**src/rtl/alu_pkg.sv**
```systemverilog
// Shared ALU opcodes and controller state encodings.
// Used by the alu datapath and by alu_share_ctrl.
package alu_pkg;

    localparam int ALU_ADD = 1;
    localparam int ALU_SUB = 2;
    localparam int ALU_OR  = 3;
    localparam int ALU_AND = 4;
    localparam int ALU_XOR = 5;
    localparam int ALU_NOT = 6;
    localparam int ALU_GT  = 7;
    localparam int ALU_EQ  = 8;

    localparam int ALU_OP_MAX = ALU_EQ;

    typedef enum logic [1:0] {
        ST_IDLE = 2'd0,
        ST_EXEC = 2'd1,
        ST_RESP = 2'd2
    } share_state_e;

    // Opcodes outside 1..ALU_OP_MAX are rejected.
    function automatic logic alu_op_err(
        input int unsigned op
    );
        return (op == 0) || (op > ALU_OP_MAX);
    endfunction

endpackage

```
**src/rtl/alu.sv**
```systemverilog
// Combinational ALU; unknown opcodes produce zero.
// Add/sub wrap, compares return a zero-extended bit.
module alu
    import alu_pkg::*;
#(
    parameter int WIDTH    = 8,
    parameter int OP_WIDTH = 4
) (
    input  logic [OP_WIDTH-1:0] op,
    input  logic [WIDTH-1:0]    a,
    input  logic [WIDTH-1:0]    b,
    output logic [WIDTH-1:0]    y
);

    localparam logic [OP_WIDTH-1:0] OP_ADD = OP_WIDTH'(ALU_ADD);
    localparam logic [OP_WIDTH-1:0] OP_SUB = OP_WIDTH'(ALU_SUB);
    localparam logic [OP_WIDTH-1:0] OP_OR  = OP_WIDTH'(ALU_OR);
    localparam logic [OP_WIDTH-1:0] OP_AND = OP_WIDTH'(ALU_AND);
    localparam logic [OP_WIDTH-1:0] OP_XOR = OP_WIDTH'(ALU_XOR);
    localparam logic [OP_WIDTH-1:0] OP_NOT = OP_WIDTH'(ALU_NOT);
    localparam logic [OP_WIDTH-1:0] OP_GT  = OP_WIDTH'(ALU_GT);
    localparam logic [OP_WIDTH-1:0] OP_EQ  = OP_WIDTH'(ALU_EQ);

    // Opcode decode into the selected result.
    always_comb begin
        y = '0;
        unique case (1'b1)
            (op == OP_ADD): y = a + b;
            (op == OP_SUB): y = a - b;
            (op == OP_OR):  y = a | b;
            (op == OP_AND): y = a & b;
            (op == OP_XOR): y = a ^ b;
            (op == OP_NOT): y = ~a;
            (op == OP_GT):  y = {{(WIDTH-1){1'b0}}, (a > b)};
            (op == OP_EQ):  y = {{(WIDTH-1){1'b0}}, (a == b)};
            default:        y = '0;
        endcase
    end

endmodule

```
**src/rtl/rr_arbiter.sv**
```systemverilog
// Combinational round-robin arbiter.
// Searches ptr, ptr+1, ... wrapping at N_REQ.
module rr_arbiter #(
    parameter  int N_REQ = 2,
    localparam int ID_W  = $clog2(N_REQ)
) (
    input  logic [N_REQ-1:0] req,
    input  logic [ID_W-1:0]  ptr,
    output logic [N_REQ-1:0] grant,
    output logic [ID_W-1:0]  grant_idx,
    output logic             grant_any
);

    int cand;

    // First requester at or after ptr wins; wrap by compare, not truncation.
    always_comb begin
        grant     = '0;
        grant_idx = '0;
        grant_any = 1'b0;
        cand      = 0;
        for (int k = 0; k < N_REQ; k++) begin
            cand = int'(ptr) + k;
            if (cand >= N_REQ) begin
                cand = cand - N_REQ;
            end
            for (int i = 0; i < N_REQ; i++) begin
                if (!grant_any && (i == cand) && req[i]) begin
                    grant[i]  = 1'b1;
                    grant_idx = ID_W'(i);
                    grant_any = 1'b1;
                end
            end
        end
    end

endmodule

```
**src/rtl/alu_share_ctrl.sv**
```systemverilog
// Shares one ALU between N_REQ requesters.
// Round-robin grant, latched operands, held response.
module alu_share_ctrl
    import alu_pkg::*;
#(
    parameter  int WIDTH    = 8,
    parameter  int OP_WIDTH = 4,
    parameter  int N_REQ    = 2,
    localparam int ID_W     = $clog2(N_REQ)
) (
    input  logic                      clk,
    input  logic                      rst_n,
    input  logic [N_REQ-1:0]          req_valid,
    output logic [N_REQ-1:0]          req_ready,
    input  logic [N_REQ*OP_WIDTH-1:0] req_op,
    input  logic [N_REQ*WIDTH-1:0]    req_a,
    input  logic [N_REQ*WIDTH-1:0]    req_b,
    output logic                      rsp_valid,
    input  logic                      rsp_ready,
    output logic [ID_W-1:0]           rsp_id,
    output logic [WIDTH-1:0]          rsp_data,
    output logic                      rsp_err,
    output logic                      busy
);

    share_state_e state;

    logic [ID_W-1:0]     rr_ptr;
    logic [OP_WIDTH-1:0] lat_op;
    logic [WIDTH-1:0]    lat_a;
    logic [WIDTH-1:0]    lat_b;
    logic [ID_W-1:0]     lat_id;

    logic [N_REQ-1:0]    grant_oh;
    logic [ID_W-1:0]     grant_idx;
    logic                grant_any;

    logic [OP_WIDTH-1:0] sel_op;
    logic [WIDTH-1:0]    sel_a;
    logic [WIDTH-1:0]    sel_b;

    logic [WIDTH-1:0]    alu_y;
    logic                lat_err;
    logic [ID_W-1:0]     next_ptr;

    rr_arbiter #(
        .N_REQ(N_REQ)
    ) u_arb (
        .req      (req_valid),
        .ptr      (rr_ptr),
        .grant    (grant_oh),
        .grant_idx(grant_idx),
        .grant_any(grant_any)
    );

    alu #(
        .WIDTH   (WIDTH),
        .OP_WIDTH(OP_WIDTH)
    ) u_alu (
        .op(lat_op),
        .a (lat_a),
        .b (lat_b),
        .y (alu_y)
    );

    // Payload of the granted requester, chosen by the one-hot grant.
    always_comb begin
        sel_op = '0;
        sel_a  = '0;
        sel_b  = '0;
        for (int i = 0; i < N_REQ; i++) begin
            if (grant_oh[i]) begin
                sel_op = req_op[i*OP_WIDTH +: OP_WIDTH];
                sel_a  = req_a[i*WIDTH +: WIDTH];
                sel_b  = req_b[i*WIDTH +: WIDTH];
            end
        end
    end

    assign req_ready = (rst_n && (state == ST_IDLE)) ? grant_oh : '0;
    assign busy      = (state != ST_IDLE);
    assign lat_err   = alu_op_err(32'(lat_op));

    // Pointer moves past the served requester; wrap by explicit compare.
    assign next_ptr = (lat_id == ID_W'(N_REQ - 1)) ? '0 : lat_id + 1'b1;

    // Grant / evaluate / respond sequence with registered outputs.
    always_ff @(posedge clk or negedge rst_n) begin
        if (!rst_n) begin
            state     <= ST_IDLE;
            rr_ptr    <= '0;
            lat_op    <= '0;
            lat_a     <= '0;
            lat_b     <= '0;
            lat_id    <= '0;
            rsp_valid <= 1'b0;
            rsp_id    <= '0;
            rsp_data  <= '0;
            rsp_err   <= 1'b0;
        end else begin
            unique case (state)
                ST_IDLE: begin
                    if (grant_any) begin
                        lat_op <= sel_op;
                        lat_a  <= sel_a;
                        lat_b  <= sel_b;
                        lat_id <= grant_idx;
                        state  <= ST_EXEC;
                    end
                end
                ST_EXEC: begin
                    rsp_data  <= lat_err ? '0 : alu_y;
                    rsp_id    <= lat_id;
                    rsp_err   <= lat_err;
                    rsp_valid <= 1'b1;
                    state     <= ST_RESP;
                end
                ST_RESP: begin
                    if (rsp_ready) begin
                        rsp_valid <= 1'b0;
                        rr_ptr    <= next_ptr;
                        state     <= ST_IDLE;
                    end
                end
                default: begin
                    state <= ST_IDLE;
                end
            endcase
        end
    end

endmodule
```
**config.mk**
```make
export PLATFORM = sky130hd
export DESIGN_NAME = alu_share_ctrl
export DESIGN_NICKNAME = d
export VERILOG_FILES = /design/src/rtl/alu_pkg.sv /design/src/rtl/alu.sv /design/src/rtl/rr_arbiter.sv /design/src/rtl/alu_share_ctrl.sv
export SDC_FILE = /design/constraint.sdc
export NUM_CORES = 1
export LEC_CHECK = 0
export ABC_AREA = 1
export CAP_MARGIN = 30
export CORE_MARGIN = 5
export CORE_UTILIZATION = 48
export CTS_BUF_LIST = sky130_fd_sc_hd__clkbuf_4
export DETAILED_ROUTE_END_ITERATION = 10
export PLACE_DENSITY = 0.79
export SKIP_CTS_REPAIR_TIMING = 1
export SYNTH_ARGS = -nofsm -noshare
export SYNTH_HDL_FRONTEND = slang
export SYNTH_SLANG_ARGS = --single-unit
export TNS_END_PERCENT = 50
```
**constraint.sdc**
```tcl
create_clock -name clk -period 1.55 [get_ports clk]
set_input_delay 0.465 -clock clk [delete_from_list [all_inputs] [get_ports clk]]
set_output_delay 0.465 -clock clk [all_outputs]
set_load 0.05 [all_outputs]
```
# Word level (Yosys, flattened, before mapping)

Cells that the tools add are included.
W data, S select, Z words.

Flip-flop bits (word level): 35
Bits in latches: 0
RAM bits: 0
ROM bits: 0
Bits of input ports: 45
Output and inout bits: 14
Logic and storage cells: 87
Memories: 0

Add/subtract/negate cells: 6
Multiply operators: 0
Divide/modulo/power cells: 0
Magnitude comparators: 4
Equal/unequal tests: 15
Shifts and indexed selects: 0
Muxes and demuxes: 26
Bitwise operators: 4
Reductions and logical operators: 22

Operators by type and width:

| operator                | number |
|---|---|
| $eq A2 B32 Y1 const A   | 2 |
| $logic_not A32 Y1       | 2 |
| $mux W32                | 2 |
| $pmux W8 S8             | 1 |
| $mux W8                 | 5 |
| $ge A32 B3 Y1 const B   | 1 |
| $sub A32 B3 Y32 const B | 1 |
| $eq A4 B3 Y1 const B    | 4 |
| $mux W1                 | 11 |
| $add A8 B8 Y8           | 1 |
| $and A8 B8 Y8           | 1 |
| $eq A4 B2 Y1 const B    | 2 |
| $eq A8 B8 Y1            | 1 |
| $gt A8 B8 Y1            | 1 |
| $logic_and A1 B1 Y1     | 8 |
| $mux W4                 | 2 |
| $not A8 Y8              | 1 |
| $or A8 B8 Y8            | 1 |
| $reduce_and A2 Y1       | 4 |
| $sub A8 B8 Y8           | 1 |
| $xor A8 B8 Y8           | 1 |
| $mux W2                 | 3 |
| $pmux W2 S3             | 1 |
| $eq A4 B1 Y1 const B    | 1 |
| 15 further kinds        | 19 |

# Depth between registers and ports, before layout

Depth after elaboration: 19
Depth in mapped cells: 13
Mapped depth without buffers: 12

# By module

A second synthesis with hierarchy kept.

Cell total of the unflattened synthesis: 480
Area total of the unflattened synthesis: 3,041.7 um^2

By module, submodules not included:

| module         | times used | cells each | area an instance (um^2) | seq. area each (um^2) |
|---|---|---|---|---|
| alu_share_ctrl | 1          | 242        | 1,744.2                 | 875.8 |
| alu            | 1          | 231        | 1,267.5                 | 0.0 |
| rr_arbiter     | 1          | 7          | 30.0                    | 0.0 |

# Worst setup path before layout

Ideal clock, no wire load.

Kind: reg-to-output
Start: register state[1]
End: output req_ready[0]
Data arrival time: 1,961 ps
Data required time: 1,085 ps
Path slack: -876 ps
Stages on the path, launching flop included: 4
Path buffers: 0
Cell sequence: dfrtp_1 -> nor2_4 -> inv_1 -> nor3_1

Word-level cells in the longest chain between the ends: 3

RTL lines:

| what                   | RTL line              | RTL |
|---|---|---|
| from (decl)            | alu_share_ctrl.sv:26  | `share_state_e state;` |
| from (signal assigned) | alu_share_ctrl.sv:90  | `state <= ST_IDLE;` |
| from (signal assigned) | alu_share_ctrl.sv:108 | `state <= ST_EXEC;` |
| from (signal assigned) | alu_share_ctrl.sv:116 | `state <= ST_RESP;` |
| $logic_not A2 Y1       | alu_share_ctrl.sv:80  | `assign req_ready = (rst_n && (state == ST_IDLE)) ? grant_oh : '0;` |
| $logic_and A1 B1 Y1    | alu_share_ctrl.sv:80  |  |
| $mux W2                | alu_share_ctrl.sv:80  |  |
| to (decl)              | alu_share_ctrl.sv:14  | `output logic [N_REQ-1:0] req_ready,` |

Every way passes these cells.

# Final worst setup path

Start: register lat_b[0]
End: register rsp_data[2]

Word-level cells in the longest chain between the ends: 3
Elaborated cells between the ends (all ways): 4
Those cells by class: add/sub: 2; mux: 2

RTL lines:

| what                                           | RTL line              | RTL |
|---|---|---|
| from (decl)                                    | alu_share_ctrl.sv:31  | `logic [WIDTH-1:0] lat_b;` |
| from (signal assigned)                         | alu_share_ctrl.sv:106 | `lat_b <= sel_b;` |
| $sub A8 B8 Y8 or $add A8 B8 Y8 (tied branches) | alu.sv:29, alu.sv:28  |  |
| $pmux W8 S8 (*)                                | alu.sv:27             | `unique case (1'b1)` |
| $mux W8 (*)                                    | alu_share_ctrl.sv:112 | `rsp_data <= lat_err ? '0 : alu_y;` |
| to (signal assigned)                           | alu_share_ctrl.sv:112 |  |
| to (decl)                                      | alu_share_ctrl.sv:21  | `output logic [WIDTH-1:0] rsp_data,` |

Every way passes the cells marked *; elsewhere a longest branch is shown, timed or not.
A chain may end at the register's enable or synchronous reset.

==> impl_metrics.tcl <==
set metrics [dict create \
    timing.hold.ws_ps 273.3 \
    synth_cells 375 \
    grt_setup_unrepaired "yes" \
    start_kind "register" \
    final_cells 573 \
    rrSetupSlack_ps -280 \
    drc_errors 0 \
    async_reset_ff_share_pct 100.0 \
    synth_area_um2 2715 \
    crit_arrival_ps 2050 \
    ir_worst_vdd_mv 1.866 \
    power_frac_seq_pct 17.8 \
    cts_max_level 2 \
    yosysWarnings 0 \
    path_clk_slew_ps 120 \
    hp-class "input pin to async pin" \
    tightest_slew_ps 447.4 \
    drv_cap 0 \
    layout_setup_ws_ps -278.0 \
    drt_first_pass_iters 4 \
    synth-seq-cells 35 \
    io_pins 59 \
    p_total_mw 9.236 \
    start_util_pct 49.31 \
    utilization_pct 79.60 \
    reg2regPathDepth 7 \
    power_density_nw_per_um2 2107 \
    clockRootBuffer "clkbuf_4" \
    vias_per_cell 5.230 \
    yosysTopAreaCellShare_pct 32.26 \
    fp.dieW_um 85.21 \
    grt_pass1_vias 3120 \
    synth_nets 449 \
    slowest_delay_ps 460 \
    fmax_mhz 547.1 \
    placed_area_um2 4054 \
    initialDrtViolationCount 155 \
    routed_wl_um 8685 \
    synth-main-ff-cell "dfrtp_1" \
    dieArea_um2 7261 \
    drive_gt1_share_pct 32.34 \
    power_leakage_nw 2.205 \
    cts_buffers 5 \
    hold_viol 0 \
    yosys-top-cells-area "dfrtp_1 32%, nand2_1 13%, ha_1 12%, inv_1 9.7%, nand3_1 8.7%" \
    core_um2 5507 \
    io_buffer_count 58 \
    gp_congestion 0.9465 \
    fill_cells 381 \
    slew_viol_final 0 \
    vias 2997 \
    die_y_um 85.21 \
    grt_pass1_wl_um 14420 \
    ys_seq_area_share_pct 32.26 \
    final.setup.tns_ps -1927 \
    fin_nets 574 \
    grt_max_degree 38 \
    cp_top_family "adder cells" \
    row_count 27 \
    num_antenna_cells 0 \
    p_sw_mw 4.478 \
    wire_per_inst_um 15.16 \
    place_ws_ps -588.1 \
    failed_checks "negative setup slack" \
    cts_buffer_depth 2 \
    cts_tree "done" \
    design_area_um2 4383 \
    slowest_stage "dfrtp_2" \
    intPower_mw 4.758 \
    clockPowerShare_pct 5.7 \
    ys_types 29 \
    setup_violations 11 \
    min_period_over_period_pct 117.9 \
    fin_skew_ps 5.412 \
    hpwlAfterDp_um 6659 \
    antenna_found_initial 0 \
    avgSynthCellArea_um2 7.240 \
    cts_sinks 35 \
    outcome "finished, violations left" \
    end_kind "register" \
    worstSetupPathDepth 7 \
    ant_nets 0 \
    fin_crit_ps 1828 \
    synth_edf_count 0 \
    track_usage_pct 24.79 \
    timing.critical_path.buf_inv 1 \
    area_growth_pct 61.43 \
    max_slew_margin_pct 70.17 \
    crit_required_ps 1780 \
    critical_path.max_fanout 3 \
    critical_path_class "register to register" \
    p_comb_share_pct 76.5 \
    swShare_pct 48.48 \
    synth_area_leader_cell "dfrtp_1" \
    clk-insertion-delay-late_ps 350 \
    grt-ovfl-total 0 \
    cp_cell_sequence "ha_4 -> fa_2 -> buf_4 -> o21ai_0 -> nand2_1 -> nor3_2 -> o21ai_1" \
    dp.cells 562 \
]
## sequential cells by signal (all words and copies together), names as in the netlist
signal,count
lat_b,8
lat_id,1
lat_a,8
rsp_valid,1
state,2
rsp_err,1
rsp_data,8
rr_ptr,1
rsp_id,1
lat_op,4
## worst paths after layout
| path | from | end |
|---|---|---|
| min reg2reg | lat_id$_DFFE_PN0P_ | lat_id$_DFFE_PN0P_ |
| max reg2reg | lat_b[0]$_DFFE_PN0P_ | rsp_data[2]$_DFFE_PN0P_ |
| max | lat_b[0]$_DFFE_PN0P_ | rsp_data[2]$_DFFE_PN0P_ |
| min | rst_n | lat_a[2]$_DFFE_PN0P_ |
| max in group asynchronous | rst_n | state[1]$_DFFE_PN0P_ |
| min in group clk | lat_id$_DFFE_PN0P_ | lat_id$_DFFE_PN0P_ |
## logic make-up (layout without fill, tap and decap cells)
group | count (synthesis) | count (layout) | share of synthesized area (%)
AOI/OAI and AO/OA | 61 | 61 | 15.39
adders and majority gates | 29 | 29 | 13.92
buffers and inverters | 82 | 208 | 11.84
DFF | 35 | 35 | 32.26
and+or+nand+nor | 168 | 168 | 26.59
## worst register-to-register path, stage by stage (launching register included)
cell	delay (ps)
dfrtp_2	460
ha_4	180
fa_2	380
buf_4	150
o21ai_0	160
nand2_1	90
nor3_2	180
o21ai_1	110
## final cells by class
cell class,count,area [um^2],area share (%)
clock buffers,6,45.04,1.028
clock inverters,2,12.51,0.2855
inverters,71,271.5,6.195
multi-input cells,258,1795,40.96
flip-flops and latches,35,878.3,20.04
well taps,72,90.09,2.055
repair buffers,129,1290,29.43
## synthesized netlist by cell type (2+ instances only)
cell type,n
nor3_1,3
dfrtp_1,35
nor4_1,2
inv_1,70
o221ai_1,21
o22ai_1,9
o31ai_1,2
buf_2,5
a21oi_1,10
o21ai_0,13
nor2_1,18
fa_1,2
clkbuf_1,4
buf_4,2
nand4_1,3
nand2_1,91
nand3_1,47
ha_1,27
## cell usage in the layout (no fill, tap or decap), drive strengths merged
cell / instances
a21oi: 11
and2: 1
buf: 85
clkbuf: 6
clkdlybuf4s50: 41
clkinv: 1
clkinvlp: 1
dfrtp: 35
dlymetal6s2s: 3
fa: 2
ha: 27
inv: 71
nand2: 91
nand3: 47
nand3b: 1
nand4: 3
nor2: 20
nor3: 3
nor4: 2
o2111ai: 1
o211ai: 1
o21ai: 15
o221ai: 21
o22ai: 9
o2bb2ai: 1
o31ai: 2
## power groups by stage
stage | Sequential, mW | Clock (mW) | Combinational (mW)
after floorplan | 1.92 | 0 | 3.04
after CTS | 1.61 | 0.544 | 6.18
after global routing | 1.69 | 0.572 | 7.72
final | 1.64 | 0.528 | 7.06
after detailed placement | 1.64 | 0 | 6.15
after global placement | 1.62 | 0 | 6.00
## metal layers
metal	vias up	GRT usage (%)	share of wire, %
met5	-	0	0
met4	0	8.058	2.0
met3	18	2.913	3.9
met2	80	45.06	52
met1	1403	30.26	42
li1	1496	-	-
Note: power is estimated with default switching activity, not from simulation.
